**config.mk**
```make
export PLATFORM = sky130hd
export DESIGN_NAME = alarm_controller
export DESIGN_NICKNAME = d
export VERILOG_FILES = /design/src/rtl/alarm_controller.sv
export SDC_FILE = /design/constraint.sdc
export NUM_CORES = 1
export LEC_CHECK = 0
export CAP_MARGIN = 20
export CORE_ASPECT_RATIO = 0.9
export CORE_MARGIN = 1.5
export CORE_UTILIZATION = 47
export DETAILED_ROUTE_END_ITERATION = 10
export GPL_TIMING_DRIVEN = 1
export PLACE_DENSITY = 0.72
export SYNTH_ARGS = -nofsm -noshare
export SYNTH_HDL_FRONTEND = slang
export SYNTH_SLANG_ARGS = --single-unit
```
**constraint.sdc**
```tcl
create_clock -name clk -period 1.4 [get_ports clk]
set_input_delay 0.35 -clock clk [delete_from_list [all_inputs] [get_ports clk]]
set_output_delay 0.35 -clock clk [all_outputs]
set_load 0.05 [all_outputs]
```
**src/rtl/alarm_controller.sv**
```systemverilog
// Alarm controller: siren, blinking light, acknowledge and event counter.
// Optional auto-silence timeout enabled by defining ALARM_TIMEOUT_EN.
module alarm_controller #(
  parameter int BLINK_HALF = 4,
  parameter int HOLD_MIN   = 16,
  parameter int CNT_W      = 8,
  parameter int TIMEOUT    = 64
) (
  input  logic             clk,
  input  logic             reset,
  input  logic             alarme,
  input  logic             ack,
  output logic             sirene,
  output logic             luz,
  output logic             ativo,
  output logic [CNT_W-1:0] contagem
);

  typedef enum logic [1:0] {
    IDLE,
    ALERTA,
    SILENCIO
  } state_t;

  localparam int BW = (BLINK_HALF > 1) ? $clog2(BLINK_HALF) : 1;
  localparam int HW = (HOLD_MIN > 1) ? $clog2(HOLD_MIN) : 1;
  localparam logic [BW-1:0] BLINK_LAST = BW'(BLINK_HALF - 1);
  localparam logic [HW-1:0] HOLD_LAST  = HW'(HOLD_MIN - 1);

  state_t          state;
  logic            alarme_q;
  logic [BW-1:0]   blink_cnt;
  logic [HW-1:0]   hold_cnt;
  logic            evt;
  logic            cnt_max;
  logic            ack_ok;
  logic            tmo_hit;
  logic            release_a;

  assign evt       = alarme & ~alarme_q;
  assign cnt_max   = &contagem;
  assign ack_ok    = ack && (hold_cnt == HOLD_LAST);
  assign release_a = ack_ok | tmo_hit;

`ifdef ALARM_TIMEOUT_EN
  localparam int TW = (TIMEOUT > 1) ? $clog2(TIMEOUT) : 1;
  localparam logic [TW-1:0] TMO_LAST = TW'(TIMEOUT - 1);

  logic [TW-1:0] tmo_cnt;

  assign tmo_hit = (tmo_cnt == TMO_LAST);

  // Consecutive ALERTA cycles since entry or the latest event
  always_ff @(posedge clk) begin
    if (reset) begin
      tmo_cnt <= '0;
    end else if (state != ALERTA || evt || release_a) begin
      tmo_cnt <= '0;
    end else begin
      tmo_cnt <= tmo_cnt + 1'b1;
    end
  end
`else
  assign tmo_hit = 1'b0;
`endif

  always_ff @(posedge clk) begin
    if (reset) begin
      state     <= IDLE;
      sirene    <= 1'b0;
      luz       <= 1'b0;
      ativo     <= 1'b0;
      contagem  <= '0;
      alarme_q  <= 1'b0;
      blink_cnt <= '0;
      hold_cnt  <= '0;
    end else begin
      alarme_q <= alarme;
      if (evt && !cnt_max) begin
        contagem <= contagem + 1'b1;
      end
      unique case (state)
        IDLE: begin
          if (evt) begin
            state     <= ALERTA;
            sirene    <= 1'b1;
            luz       <= 1'b1;
            ativo     <= 1'b1;
            blink_cnt <= '0;
            hold_cnt  <= '0;
          end
        end
        ALERTA: begin
          if (blink_cnt == BLINK_LAST) begin
            blink_cnt <= '0;
            luz       <= ~luz;
          end else begin
            blink_cnt <= blink_cnt + 1'b1;
          end
          // A fresh event beats a same-edge acknowledge
          if (evt) begin
            hold_cnt <= '0;
          end else if (release_a) begin
            sirene <= 1'b0;
            if (alarme) begin
              state <= SILENCIO;
              luz   <= 1'b1;
              ativo <= 1'b1;
            end else begin
              state <= IDLE;
              luz   <= 1'b0;
              ativo <= 1'b0;
            end
          end else if (hold_cnt != HOLD_LAST) begin
            hold_cnt <= hold_cnt + 1'b1;
          end
        end
        SILENCIO: begin
          sirene <= 1'b0;
          luz    <= 1'b1;
          if (!alarme) begin
            state <= IDLE;
            luz   <= 1'b0;
            ativo <= 1'b0;
          end
        end
        default: begin
          state  <= IDLE;
          sirene <= 1'b0;
          luz    <= 1'b0;
          ativo  <= 1'b0;
        end
      endcase
    end
  end

endmodule

```
Word-level counts from Yosys, hierarchy flattened
Cells that the tools add are included.
W data, S select, Z words.
{"block": "word_totals", "regBits": 20, "out_inout_bits": 11}
{"block": "classes", "n_reduce_logical": 10, "eq_ne": 11, "add_sub_neg": 3, "n_mux": 27, "bitwise": 3}
{"cell": "$mux W4", "count": 4}
{"cell": "$mux W2", "count": 7}
{"cell": "$mux W1", "count": 10}
{"cell": "$add A8 B1 Y8 const B", "count": 1}
{"cell": "$ne A2 B2 Y1 const B", "count": 4}
{"cell": "$pmux W4 S2", "count": 1}
{"cell": "$reduce_and A4 Y1", "count": 2}
{"cell": "$reduce_and A8 Y1", "count": 1}
{"cell": "$ne A3 B3 Y1 const B", "count": 2}
{"cell": "$pmux W1 S3", "count": 2}
{"cell": "$pmux W2 S3", "count": 1}
{"cell": "$add A4 B1 Y4 const B", "count": 1}
{"cell": "$eq A2 B2 Y1 const B", "count": 2}
{"cell": "$eq A4 B4 Y1 const B", "count": 1}
{"cell": "$ne A4 B4 Y1 const B", "count": 1}
{"cell": "$pmux W2 S2", "count": 1}
{"cell": "$reduce_and A3 Y1", "count": 1}
{"cell": "$add A2 B1 Y2 const B", "count": 1}
{"cell": "$eq A2 B1 Y1 const B", "count": 1}
{"cell": "$logic_and A1 B1 Y1", "count": 2}
{"cell": "$logic_not A2 Y1", "count": 1}
{"cell": "$not A1 Y1", "count": 2}
{"cell": "$pmux W1 S2", "count": 1}
{"cell": "$reduce_and A2 Y1", "count": 1}
{"cell": "3 further kinds", "count": 3}

Logic depth before layout (Yosys ltp)
{"block": "depth", "ltp_word": 5, "ltp_mapped": 6, "depth_no_buf": 5}

Worst setup path before layout
OpenSTA, ideal clock, no wires.
{"block": "synth_timing", "kind": "register to register", "from": "register contagem[0]", "to": "register contagem[1]", "t_arrival_ns": 1.782, "path_buffers": 1, "path_stages_with_launch": 7, "path_slack_ns": -0.510, "t_required_ns": 1.272, "path_cell_list": "dfxtp_1 > ha_1 > clkbuf_1 > nand3_1 > o21ai_0 > mux2i_1 > nor2_1"}
{"block": "synth_between", "elab_chain_len": 3, "elab_cells_between_ends": 4, "classes_between": "add/sub: 1; reduce/logical: 3"}
{"item": "from (decl)", "line_no": "16", "text": "output logic [CNT_W-1:0] contagem"}
{"item": "from (signal assigned)", "line_no": "80", "text": "contagem <= contagem + 1'b1;"}
{"item": "branches (longest 3 deep; another with $add A8 B1 Y8)"}
Parallel ways; which one is timed is not known.
A chain may end at the register's enable or synchronous reset.

Final worst setup path
{"block": "layout_timing", "from": "register state[0]", "to": "register ativo"}
{"block": "layout_between", "elab_chain_len": 3, "elab_cells_between_ends": 9, "classes_between": "eq/ne: 6; mux: 1; reduce/logical: 2"}
{"item": "from (decl)", "line_no": "30", "text": "state_t state;"}
{"item": "from (signal assigned)", "line_no": "69", "text": "state <= IDLE;"}
{"item": "from (signal assigned)", "line_no": "85", "text": "state <= ALERTA;"}
{"item": "from (signal assigned)", "line_no": "106", "text": "state <= SILENCIO;"}
{"item": "$eq A2 B2 Y1 (tied with other cells)", "line_no": "82", "text": "unique case (state)"}
{"item": "$ne A2 B2 Y1 (no source line)"}
{"item": "$reduce_and A4 Y1 (no source line)"}
{"item": "to (signal assigned)", "line_no": "72", "text": "ativo <= 1'b0;"}
{"item": "to (signal assigned)", "line_no": "88", "text": "ativo <= 1'b1;"}
{"item": "to (signal assigned)", "line_no": "108", "text": "ativo <= 1'b1;"}
{"item": "to (decl)", "line_no": "15", "text": "output logic ativo,"}
Parallel ways exist; a longest one is shown, timed or not.

==> results.py <==
metrics = {
    "timing": {
        "max_freq_mhz": 656,
        "finalSetupViolations": 2,
        "skew_ps": 1.22,
        "hold_viol": 0,
        "post-route-period-util": 1.09,
        "maxSlewHeadroom": 0.820,
        "layout_setup_ws_ps": -124,
        "hold-worst-slack_ps": 524,
        "grt_setup_unrepaired": "true",
        "tightest_slew_ps": 268,
        "period_needed_ps": 1520,
        "finalMaxSlewViolations": 0,
    },
    "cts": {
        "cts-root-buf": "clkbuf_4",
        "clock_latency_ps": 310,
        "cts_buffers": 3,
        "cts.sinks": 20,
        "path_clk_slew_ps": 110,
        "cts_tree": "built",
        "clock_path_buffers": 2,
        "htree_levels": 1,
    },
    "layout": {
        "fill_cells": 136,
        "seq_area_um2": 419,
        "drive_above_1_share": 0.333,
        "area_delta_synth_final_pct": 43.7,
        "multiInputGateArea_um2": 607,
        "antennaDiodeCount": 0,
        "final_nets": 158,
        "final_util": 0.741,
    },
    "floorplanning": {
        "io_pins": 15,
        "rows": 15,
        "die_width_um": 52.0,
        "fp.coreArea_mm2": 0.00197,
        "initial_core_util": 0.516,
        "dieArea_mm2": 0.00245,
        "fp.dieH_um": 47.1,
    },
    "route": {
        "ant_nets": 0,
        "routedWlPerCell_um": 14.2,
        "drt-total-wl_um": 2490,
        "drt_iter0_drc": 32,
        "drc": 0,
        "drtPass1Iterations": 4,
        "vias": 1033,
        "viasPerCell": 5.90,
    },
    "hold_path": {
        "hold_path_class": "reg -> reg",
        "hold_start": "hold_cnt[3]$_SDFFE_PP0P_",
    },
    "synth": {
        "synth-seq-cells": 20,
        "synth_cell_types": 29,
        "syn_inst": 123,
        "synth_nets": 130,
        "yosys_warnings": 0,
        "synth.avg_cell_area_um2": 8.26,
        "synth_seq_area_share": 0.394,
        "syn_area_mm2": 0.00102,
    },
    "status": {
        "status": "finished with violations",
        "violations": "negative setup slack",
    },
    "global_routing": {
        "grt_max_degree": 18,
        "overflow": 0,
        "grt_pass1_wl_um": 4040,
        "grt_pass1_vias": 947,
        "grt_antenna_before_repair": 0,
        "grt_usage": 0.228,
    },
    "worst_setup_path": {
        "cp-end-kind": "flip-flop",
        "reg2reg_from": "state[0]$_SDFFE_PP0P_",
        "cp.arrival_ps": 1720,
        "critical_path_class": "reg -> reg",
        "startpoint": "state[0]$_SDFFE_PP0P_",
        "cp_max_fo": 2,
        "startpoint_type": "flip-flop",
        "cp.required_ps": 1600,
        "r2r_setup_slack_ps": -120,
    },
    "placement": {
        "gp_congestion": 0.789,
        "io_buffers": 14,
        "dp_hpwl_um": 1700,
    },
    "pwr": {
        "power.share.switching": 0.297,
        "seqPwrFrac": 0.520,
        "clkPwrFrac": 0.245,
        "p_leak_nw": 0.590,
        "power_density_mw_per_mm2": 819,
        "peakVddDrop_mv": 0.534,
        "intPower_w": 0.000841,
        "switchingPower_w": 0.000355,
        "combPwrFrac": 0.234,
    },
    "run": {
        "maxCapViolCount": 0,
    },
}
==> per-stage QoR <==
step	TNS (ps)	setup WS, ps	power (W)	std cells	area [um^2]
final	-127	-124	0.00120	175	1460
after global routing	-248	-149	0.00125	175	1460
after CTS	-126	-126	0.00119	175	1430
after detailed placement	-6260	-564	0.000908	171	1400
after global placement	-5650	-513	0.000901	171	1400
after floorplan	-175	-136	0.000773	123	1030
==> synth_stat cells <==
cell | count | share of area
buf_2 | 1 | 0.0049
o21ai_0 | 3 | 0.015
mux2i_1 | 4 | 0.039
xnor2_1 | 1 | 0.0086
a22oi_1 | 1 | 0.0074
nand4_1 | 5 | 0.031
buf_6 | 1 | 0.011
a31oi_1 | 1 | 0.0062
a21o_1 | 1 | 0.0074
o21a_1 | 1 | 0.0074
ha_1 | 3 | 0.037
a21oi_1 | 10 | 0.049
and3_1 | 3 | 0.018
clkbuf_1 | 5 | 0.018
or4b_1 | 1 | 0.0099
nor3_1 | 8 | 0.039
xor2_1 | 2 | 0.017
a211oi_1 | 8 | 0.059
or3b_2 | 1 | 0.0086
nand2b_1 | 5 | 0.031
nand3_1 | 4 | 0.020
nor2_1 | 16 | 0.059
dfxtp_1 | 20 | 0.39
nand2_1 | 6 | 0.022
nor2b_1 | 5 | 0.031
and4_1 | 1 | 0.0086
inv_1 | 2 | 0.0074
nand4b_1 | 3 | 0.026
or3_1 | 1 | 0.0062
==> final timing paths <==
check / cells after the start / to
max: 4 / ativo$_SDFFE_PP0P_
min: 2 / hold_cnt[3]$_SDFFE_PP0P_
max reg2reg: 4 / ativo$_SDFFE_PP0P_
min reg2reg: 2 / hold_cnt[3]$_SDFFE_PP0P_
==> state kept, by name, indices dropped and copies added (netlist names) <==
signal,count
alarme_q,1
sirene,1
contagem,8
ativo,1
blink_cnt,2
hold_cnt,4
luz,1
state,2
==> layout by cell type, fill, tap and decap left out, types with 3 or more instances in the layout <==
cell type,instances
nand2_1,6
buf_12,11
nand2b_1,4
nor3_1,7
clkbuf_4,3
dfxtp_2,9
mux2i_1,4
nand4_1,5
a21oi_1,10
nand4b_1,3
nor2_1,16
dfxtp_1,9
buf_4,16
nand3_1,3
a211oi_1,6
nor2b_1,5
==> cells by family (layout without fill, tap and decap cells) <==
logic type	count (synthesis)	count (layout)	synth area share
xor gates and xnor gates	3	3	0.0259
buffers and inverters	9	36	0.0419
DFF	20	20	0.394
adders and majority gates	3	3	0.0369
and+or+nand+nor	59	59	0.310
muxes	4	4	0.0394
AOI/OAI and AO/OA	25	25	0.151
==> power by group through the flow <==
stage,logic (W),clock network [W],registers (W)
floorplan,0.0000894,0,0.000684
global placement,0.000268,0,0.000632
detailed placement,0.000274,0,0.000634
CTS,0.000275,0.000293,0.000621
global route,0.000301,0.000319,0.000626
finish,0.000280,0.000294,0.000623
==> layout make-up <==
| cell class | count | share of cell area |
|---|---|---|
| repair buffers | 30 | 0.253 |
| multi-input cells | 94 | 0.416 |
| well taps | 25 | 0.0214 |
| clock buffers | 4 | 0.0180 |
| inverters | 2 | 0.00514 |
| flip-flops and latches | 20 | 0.287 |
==> worst max-delay path: stages (launching register included) <==
cell	delay, ps
dfxtp_2	340
or4b_1	520
nand4b_1	130
nor3_1	50
or3_1	370
==> layer usage <==
metal / up-vias / routed length [um] / track usage
met2: 33 / 1130 / 0.339
li1: 500 / - / -
met3: 7 / 103 / 0.0414
met1: 493 / 1200 / 0.320
met5: - / 0 / 0
met4: 0 / 53 / 0.116
==> timing repair <==
action | CTS | global route
buffers inserted | 1 | 0
hold buffers | 0 | 0
pin swaps | 3 | 4
resized for setup | 5 | 9
setup endpoints to repair | 11 | 12
Power figures use the tool's default switching activity.
